===== src/rtl/vram_arbiter.sv =====
// Screen RAM arbiter: video byte-pair fetches take priority over Z80 accesses.
// The CPU is held off with a WAIT-style stall until its single access completes.
module vram_arbiter #(
  parameter int ADDR_W = 13,
  parameter int DATA_W = 8
) (
  input  logic              clk,
  input  logic              reset,
  input  logic              vid_req,
  input  logic [ADDR_W-1:0] vid_pix_addr,
  input  logic [ADDR_W-1:0] vid_attr_addr,
  output logic [DATA_W-1:0] vid_pix_data,
  output logic [DATA_W-1:0] vid_attr_data,
  output logic              vid_valid,
  output logic              vid_overrun,
  input  logic              cpu_req,
  input  logic              cpu_we,
  input  logic [ADDR_W-1:0] cpu_addr,
  input  logic [DATA_W-1:0] cpu_wdata,
  output logic [DATA_W-1:0] cpu_rdata,
  output logic              cpu_ack,
  output logic              cpu_wait,
  output logic [ADDR_W-1:0] ram_addr,
  output logic              ram_we,
  output logic [DATA_W-1:0] ram_wdata,
  input  logic [DATA_W-1:0] ram_rdata
);

  typedef enum logic [2:0] {
    S_IDLE,
    S_V_PIX,
    S_V_ATTR,
    S_V_CAP,
    S_C_WR,
    S_C_RD,
    S_C_CAP
  } state_t;

  state_t r_state, w_next;

  logic [ADDR_W-1:0] r_pix_addr, r_attr_addr, r_addr_hold;
  logic [DATA_W-1:0] r_wdata_hold;
  logic [DATA_W-1:0] r_pix_data, r_attr_data, r_cpu_rdata;
  logic              r_vid_pend, r_armed, r_overrun;
  logic              r_vid_valid, r_cpu_ack;

  logic [ADDR_W-1:0] w_ram_addr;
  logic [DATA_W-1:0] w_ram_wdata;
  logic              w_ram_we;
  logic              w_vid_busy, w_vid_accept, w_cpu_elig;

  assign w_vid_busy = r_vid_pend
                    | (r_state == S_V_PIX)
                    | (r_state == S_V_ATTR)
                    | (r_state == S_V_CAP);
  assign w_vid_accept = vid_req & ~w_vid_busy;
  // Masking with the ack stops a held request from starting a second access.
  assign w_cpu_elig = cpu_req & r_armed & ~r_cpu_ack;

  always_comb begin
    w_next      = r_state;
    w_ram_addr  = r_addr_hold;
    w_ram_wdata = r_wdata_hold;
    w_ram_we    = 1'b0;
    unique case (r_state)
      S_IDLE: begin
        if (r_vid_pend || vid_req)
          w_next = S_V_PIX;
        else if (w_cpu_elig)
          w_next = cpu_we ? S_C_WR : S_C_RD;
      end
      S_V_PIX: begin
        w_ram_addr = r_pix_addr;
        w_next     = S_V_ATTR;
      end
      S_V_ATTR: begin
        w_ram_addr = r_attr_addr;
        w_next     = S_V_CAP;
      end
      S_V_CAP: w_next = S_IDLE;
      S_C_WR: begin
        w_ram_addr  = cpu_addr;
        w_ram_wdata = cpu_wdata;
        w_ram_we    = 1'b1;
        w_next      = S_IDLE;
      end
      S_C_RD: begin
        w_ram_addr = cpu_addr;
        w_next     = S_C_CAP;
      end
      S_C_CAP: w_next = S_IDLE;
      default: w_next = S_IDLE;
    endcase
  end

  always_ff @(posedge clk or posedge reset) begin
    if (reset) begin
      r_state      <= S_IDLE;
      r_pix_addr   <= '0;
      r_attr_addr  <= '0;
      r_addr_hold  <= '0;
      r_wdata_hold <= '0;
      r_pix_data   <= '0;
      r_attr_data  <= '0;
      r_cpu_rdata  <= '0;
      r_vid_pend   <= 1'b0;
      r_armed      <= 1'b1;
      r_overrun    <= 1'b0;
      r_vid_valid  <= 1'b0;
      r_cpu_ack    <= 1'b0;
    end else begin
      r_state      <= w_next;
      r_addr_hold  <= w_ram_addr;
      r_wdata_hold <= w_ram_wdata;
      if (w_vid_accept) begin
        r_pix_addr  <= vid_pix_addr;
        r_attr_addr <= vid_attr_addr;
      end
      if (r_state == S_V_PIX)
        r_vid_pend <= 1'b0;
      if (w_vid_accept)
        r_vid_pend <= 1'b1;
      if (vid_req && w_vid_busy)
        r_overrun <= 1'b1;
      if (!cpu_req)
        r_armed <= 1'b1;
      else if (r_cpu_ack)
        r_armed <= 1'b0;
      if (r_state == S_V_ATTR)
        r_pix_data <= ram_rdata;
      if (r_state == S_V_CAP)
        r_attr_data <= ram_rdata;
      if (r_state == S_C_CAP)
        r_cpu_rdata <= ram_rdata;
      r_vid_valid <= (r_state == S_V_CAP);
      r_cpu_ack   <= (r_state == S_C_WR) || (r_state == S_C_CAP);
    end
  end

  assign vid_pix_data  = r_pix_data;
  assign vid_attr_data = r_attr_data;
  assign vid_valid     = r_vid_valid;
  assign vid_overrun   = r_overrun;
  assign cpu_rdata     = r_cpu_rdata;
  assign cpu_ack       = r_cpu_ack;
  assign cpu_wait      = cpu_req & r_armed & ~r_cpu_ack;
  assign ram_addr      = w_ram_addr;
  assign ram_we        = w_ram_we;
  assign ram_wdata     = w_ram_wdata;

endmodule


===== config.mk =====
export PLATFORM = sky130hd
export DESIGN_NAME = vram_arbiter
export DESIGN_NICKNAME = d
export VERILOG_FILES = /design/src/rtl/vram_arbiter.sv
export SDC_FILE = /design/constraint.sdc
export NUM_CORES = 1
export LEC_CHECK = 0
export ABC_AREA = 1
export BUFFER_PORTS_ARGS = -buffer_cell sky130_fd_sc_hd__buf_2
export CAP_MARGIN = 10
export CORE_MARGIN = 2
export CORE_UTILIZATION = 45
export DETAILED_ROUTE_END_ITERATION = 7
export PLACE_DENSITY = 0.73
export SLEW_MARGIN = 20
export SYNTH_ARGS = -nofsm -noshare
export SYNTH_HDL_FRONTEND = slang
export SYNTH_SLANG_ARGS = --single-unit

===== constraint.sdc =====
create_clock -name clk -period 3.6 [get_ports clk]
set_clock_uncertainty 0.1 [all_clocks]
set_input_delay 0.72 -clock clk [delete_from_list [all_inputs] [get_ports clk]]
set_output_delay 0.72 -clock clk [all_outputs]
set_load 0.005 [all_outputs]

==> results of run 1 <==
-- synthesized netlist by cell type, drive strengths merged --
cell type  number  area share
a21o            1      0.0022
buf            19       0.030
clkbuf          5      0.0055
dfrtp          78        0.58
dfstp           1      0.0078
inv            28       0.031
nand2         138        0.15
nand3          44       0.069
nand4          39       0.072
nor2            7      0.0085
o21ai          29       0.046
-- cell type report --
type | count | area, sq um
Clock buffer | 11 | 151.4
Multi-Input combinational cell | 258 | 1187
Tap cell | 99 | 123.9
Timing Repair Buffer | 112 | 580.6
Clock inverter | 5 | 63.81
Sequential cell | 79 | 1978
Fill cell | 698 | 3102
Inverter | 28 | 105.1
-- where the power goes --
part	internal (mW)	switching, mW
logic	0.605	0.990
registers	1.31	0.282
clock network	0.363	0.324
-- flip-flops by register name (all words and copies together) (netlist names) --
| register | count |
|---|---|
| r_wdata_hold | 8 |
| r_pix_addr | 13 |
| vid_attr_data | 8 |
| r_vid_pend | 1 |
| r_armed | 1 |
| r_addr_hold | 13 |
| cpu_rdata | 8 |
| r_attr_addr | 13 |
| vid_overrun | 1 |
| r_state | 3 |
| vid_valid | 1 |
| vid_pix_data | 8 |
| cpu_ack | 1 |
-- stage by stage --
stage / total power [mW] / worst slack [ns] / instances / instance area (sq um) / hold slack [ns]
4_1_cts: 3.906 / 0.3586 / 592 / 4190 / 0.3092
6_report: 3.874 / 0.3850 / 592 / 4190 / 0.2993
3_5_place_dp: 3.208 / 0.7670 / 576 / 3975 / 0.3513
3_3_place_gp: 3.143 / 0.8293 / 576 / 3975 / 0.3366
2_1_floorplan: 2.573 / 0.7583 / 389 / 3390 / 0.3420
5_1_grt: 4.207 / 0.1269 / 592 / 4190 / 0.3303
-- cell families (layout without fill, tap and decap cells) --
kind of cell | after synthesis | in the layout | synth area share
AOI/OAI and AO/OA | 30 | 30 | 0.04836
buffers and inverters | 52 | 156 | 0.06608
DFF | 79 | 79 | 0.5836
and+or+nand+nor | 228 | 228 | 0.3020
-- worst paths after layout --
check | start | endpoint | slack [ns] | cells after the start
setup / recovery | r_state[1] | ram_addr[11] | 0.38 | 5
hold / removal | reset | r_addr_hold[2] | 0.30 | 2
setup reg to reg | r_state[0] | vid_pix_data[2] | 1.37 | 6
hold reg to reg | vid_overrun | vid_overrun | 0.36 | 1
max in group asynchronous | reset | r_armed | 2.40 | 3
min in group clk | vid_overrun | vid_overrun | 0.36 | 1
-- layer usage --
| metal | up-vias | GRT usage | part of all wire |
|---|---|---|---|
| met4 | 0 | 0.04672 | 0.012 |
| met5 | - | 0 | 0 |
| met2 | 132 | 0.3147 | 0.44 |
| li1 | 1487 | - | - |
| met3 | 12 | 0.06928 | 0.087 |
| met1 | 1402 | 0.3050 | 0.46 |
==> metrics.md, run 1 <==
| Metric | Value |
|---|---|
| Yosys cell types | 19 |
| Syn_area_per_cell | 8.713 sq um |
| Crit-path cells | inv_2, o21ai_1, nand3_1, nand3_1, buf_2 |
| Core area | 7292 sq um |
| Slowest CP cell | dfrtp_1 |
| Kind of critical path | reg2out |
| Hold Fails Final Rpt | 0 |
| Hold Crit Class | in2async |
| Setup Buffers After CTS | 0 |
| PortBufs | 109 |
| Placer Congestion | 0.8935 |
| Detailed placement HPWL | 6037 um |
| CTS tree | yes |
| Final worst-path cycle share | 0.8931 |
| Run status | finished clean |
| Setup TNS | 0 ns |
| Worst-Margin Slew | 0.9750 ns |
| Root Buffer | clkbuf_8 |
| #FFs+latches synth | 79 |
| Post-DRT Antenna Nets | 0 |
| Slew Limit Fails | 0 |
| Clock sink count | 79 |
| Nets | 548 |
| Drt drc | 0 |
| Endpoint type of the worst setup path | output port |
| Worst path bufs/invs | 2 |
| Crit-path max cell delay | 0.71 ns |
| DIE WIDTH | 90.79 um |
| Max_cap viols | 0 |
| # IOs | 110 |
| Hold Buf Count CTS | 0 |
| Pwr dens | 924.5 nW/um^2 |
| Largest net degree at the start of global routing | 56 |
| Die Footprint | 8243 sq um |
| Chip Height | 90.79 um |
| CP arrival | 2.40 ns |
| Synthesis Warnings | 0 |
| Worst-Skew Late Latency | 0.35 ns |
| Worst vdd ir | 0.3707 mV |
| LEAKAGE | 2.309 nW |
| Max Clock Freq | 311.0 MHz |
| Total wire length | 8383 um |
| Maximum clock path buffer count | 2 |
| CP startpoint kind | flip-flop |
| Number of buffers created by CTS | 9 |
| Endpoints failing setup | 0 |
| Peak fanout along the critical path | 19 |
| P&R area growth vs syn | 23.62% |
| Most used cell, CP | nand3_1 |
| Initial core utilization | 0.4648 |
| Vias in the first global route | 2890 |
| Wire per inst | 14.16 um |
| Most common cell after layout, fill and taps aside | nand2_1 |
| Antenna violations before repair | 0 |
| Global route overflow | 0 |
| Iter 0 DRT Violations | 198 |
| Seq/Total Area, Yosys | 0.5836 |
| Cells after Synth | 389 |
| Row cnt | 31 |
| Syn nets | 449 |
| First-pass GRT wire length | 14070 um |
| RSZ-0062 raised after global routing | no |
| Util after Layout | 0.5746 |
| Rel. slew slack | 0.3456 |
| Most frequent cells in the layout | nand2_1, buf_2, dfrtp_1 |
| Delay-heaviest family, CP | flip-flops |
| Inserted Diodes | 0 |
| Final min period | 3.215 ns |
| Post-cts resize count | 0 |
| Mapped cell area | 3390 sq um |
| Total GRT Usage | 0.2119 |
| Layout cells sized above 1 | 0.2779 |
| Via/cell ratio | 5.123 |
| Clock H-tree levels | 3 |
| DR pass1 iterations | 4 |
| Data required, critical path | 2.78 ns |
| Via Count | 3033 |
| Clk pin slew, worst setup/hold paths | 0.08 ns |
No activity file was read; power rests on OpenSTA's default activity.
==> run 2: changes to the inputs <==
--- a/config.mk
+++ b/config.mk
@@ -6,12 +6,13 @@
 export NUM_CORES = 1
 export LEC_CHECK = 0
 export ABC_AREA = 1
-export BUFFER_PORTS_ARGS = -buffer_cell sky130_fd_sc_hd__buf_2
 export CAP_MARGIN = 10
+export CORE_ASPECT_RATIO = 1.5
 export CORE_MARGIN = 2
 export CORE_UTILIZATION = 45
 export DETAILED_ROUTE_END_ITERATION = 7
-export PLACE_DENSITY = 0.73
+export DONT_BUFFER_PORTS = 1
+export PLACE_DENSITY = 0.61
 export SLEW_MARGIN = 20
 export SYNTH_ARGS = -nofsm -noshare
 export SYNTH_HDL_FRONTEND = slang
==> metrics.md, run 2 (synthesized netlist as in run 1, its figures left out) <==
| Metric | Value |
|---|---|
| Die Footprint | 8257 sq um |
| Hold Fails Final Rpt | 0 |
| P&R area growth vs syn | 7.383% |
| DIE WIDTH | 74.86 um |
| Clk pin slew, worst setup/hold paths | 0.08 ns |
| Hold Buf Count CTS | 0 |
| Crit-path cells | nor2_2, buf_4, nand2_1, nand3_1, nand3_1 |
| PortBufs | 0 |
| Clock H-tree levels | 3 |
| Number of buffers created by CTS | 9 |
| Hold Crit Class | in2async |
| DR pass1 iterations | 4 |
| Wire per inst | 15.87 um |
| Worst vdd ir | 0.3433 mV |
| Nets | 440 |
| CP startpoint kind | flip-flop |
| CP arrival | 2.38 ns |
| Met3 usage | 0.05182 |
| Crit-path max cell delay | 0.79 ns |
| Setup Buffers After CTS | 0 |
| Endpoints failing setup | 0 |
| RSZ-0062 raised after global routing | no |
| Core area | 7274 sq um |
| Clock sink count | 79 |
| First-pass GRT wire length | 12390 um |
| LEAKAGE | 1.863 nW |
| Antenna violations before repair | 0 |
| Max_cap viols | 0 |
| Total GRT Usage | 0.2019 |
| Most common cell after layout, fill and taps aside | nand2_1 |
| Inserted Diodes | 0 |
| Iter 0 DRT Violations | 171 |
| Worst-Skew Late Latency | 0.35 ns |
| Kind of critical path | reg2out |
| Setup WS pre-CTS | 0.7987 ns |
| Area of the multi-input gates | 1187 sq um |
| Root Buffer | clkbuf_8 |
| # IOs | 110 |
| Placer Congestion | 0.8279 |
| Slowest CP cell | dfrtp_1 |
| Largest net degree at the start of global routing | 68 |
| Max Clock Freq | 312.9 MHz |
| Maximum clock path buffer count | 2 |
| Data required, critical path | 2.78 ns |
| Top Usage Layer GRT | met2 |
| Setup TNS | 0 ns |
| Post-cts resize count | 0 |
| Run status | finished clean |
| Most used cell, CP | nand3_1 |
| CTS tree | yes |
| Layout fillers | 735 |
| Total wire length | 7699 um |
| Endpoint type of the worst setup path | output port |
| Most frequent cells in the layout | nand2_1, dfrtp_1, nand3_1 |
| Final worst-path cycle share | 0.8878 |
| Global route overflow | 0 |
| Slew Limit Fails | 0 |
| Row cnt | 38 |
| Initial core utilization | 0.4659 |
| Drt drc | 0 |
| Post-DRT Antenna Nets | 0 |
| Chip Height | 110.3 um |
| Setup WS post-layout | 0.4038 ns |
| Pwr dens | 967.7 nW/um^2 |
| Via Count | 2625 |
| Via/cell ratio | 5.412 |
| Worst-Margin Slew | 1.000 ns |
| Top flop regs | r_addr_hold: 13 flops, r_attr_addr: 13 flops, r_pix_addr: 13 flops |
| Layout cells sized above 1 | 0.07273 |
| Peak fanout along the critical path | 23 |
| Final min period | 3.196 ns |
| Area of all sequential standard cells | 1978 sq um |
| Met2 usage | 0.3202 |
| Detailed placement HPWL | 5526 um |
| Met1 Track Usage GR | 0.2494 |
| Vias in the first global route | 2546 |
| Rel. slew slack | 0.3285 |
[run 2: changes by cell type in the layout (fill, tap and decap cells not counted)]
cell,change
clkbuf_1,+1
inv_2,-1
buf_12,-1
clkinv_4,-1
clkinv_2,+2
clkbuf_8,+1
inv_6,-1
buf_2,-109
buf_4,+2
clkinvlp_4,-1
[run 2: final cells by class]
type                    count  share of cell area
clock buffers              13             0.04641
flip-flops and latches     79              0.5435
multi-input cells         258              0.3262
inverters                  28             0.03025
repair buffers              4            0.008250
clock inverters             3             0.01100
well taps                 100             0.03438
[run 2: report_power, final]
part / switching [mW] / internal (mW) / total (mW)
Clock: 0.303 / 0.375 / 0.678
Combinational: 0.845 / 0.375 / 1.22
Sequential: 0.312 / 1.31 / 1.63
[run 2: worst max-delay path, delay by kind of cell, from the launching register on]
| kind | cells | cell delay [ns] |
|---|---|---|
| and+or+nand+nor | 4 | 1.03 |
| buffers and inverters | 1 | 0.20 |
| DFF | 1 | 0.79 |
[run 2: final timing paths]
kind / slack, ns / from / cells after the start / endpoint
setup / recovery: 0.40 / r_state[0] / 5 / ram_addr[8]
hold / removal: 0.20 / reset / 1 / cpu_rdata[0]
setup reg to reg: 1.37 / r_state[0] / 5 / vid_pix_data[6]
hold reg to reg: 0.38 / r_pix_addr[4] / 2 / r_pix_addr[4]
max in group asynchronous: 2.59 / reset / 2 / r_pix_addr[12]
min in group clk: 0.34 / cpu_req / 1 / r_armed
[run 2: stage by stage]
step / power (mW) / instances / cell area (sq um) / hold WS, ns / util
after floorplan: 2.573 / 389 / 3390 / 0.3420 / -
after global placement: 2.829 / 469 / 3427 / 0.3608 / 0.4711
after detailed placement: 2.873 / 469 / 3431 / 0.3657 / 0.4716
after CTS: 3.562 / 485 / 3640 / 0.2077 / 0.5003
after global routing: 3.853 / 485 / 3640 / 0.2281 / 0.5003
final: 3.522 / 485 / 3640 / 0.1953 / 0.5003
[run 2: routing by layer]
metal / wire [um] / vias to the layer above
li1: - / 1262
met1: 3207 / 1254
met2: 3840 / 93
met3: 459 / 16
met4: 192 / 0
met5: 0 / -
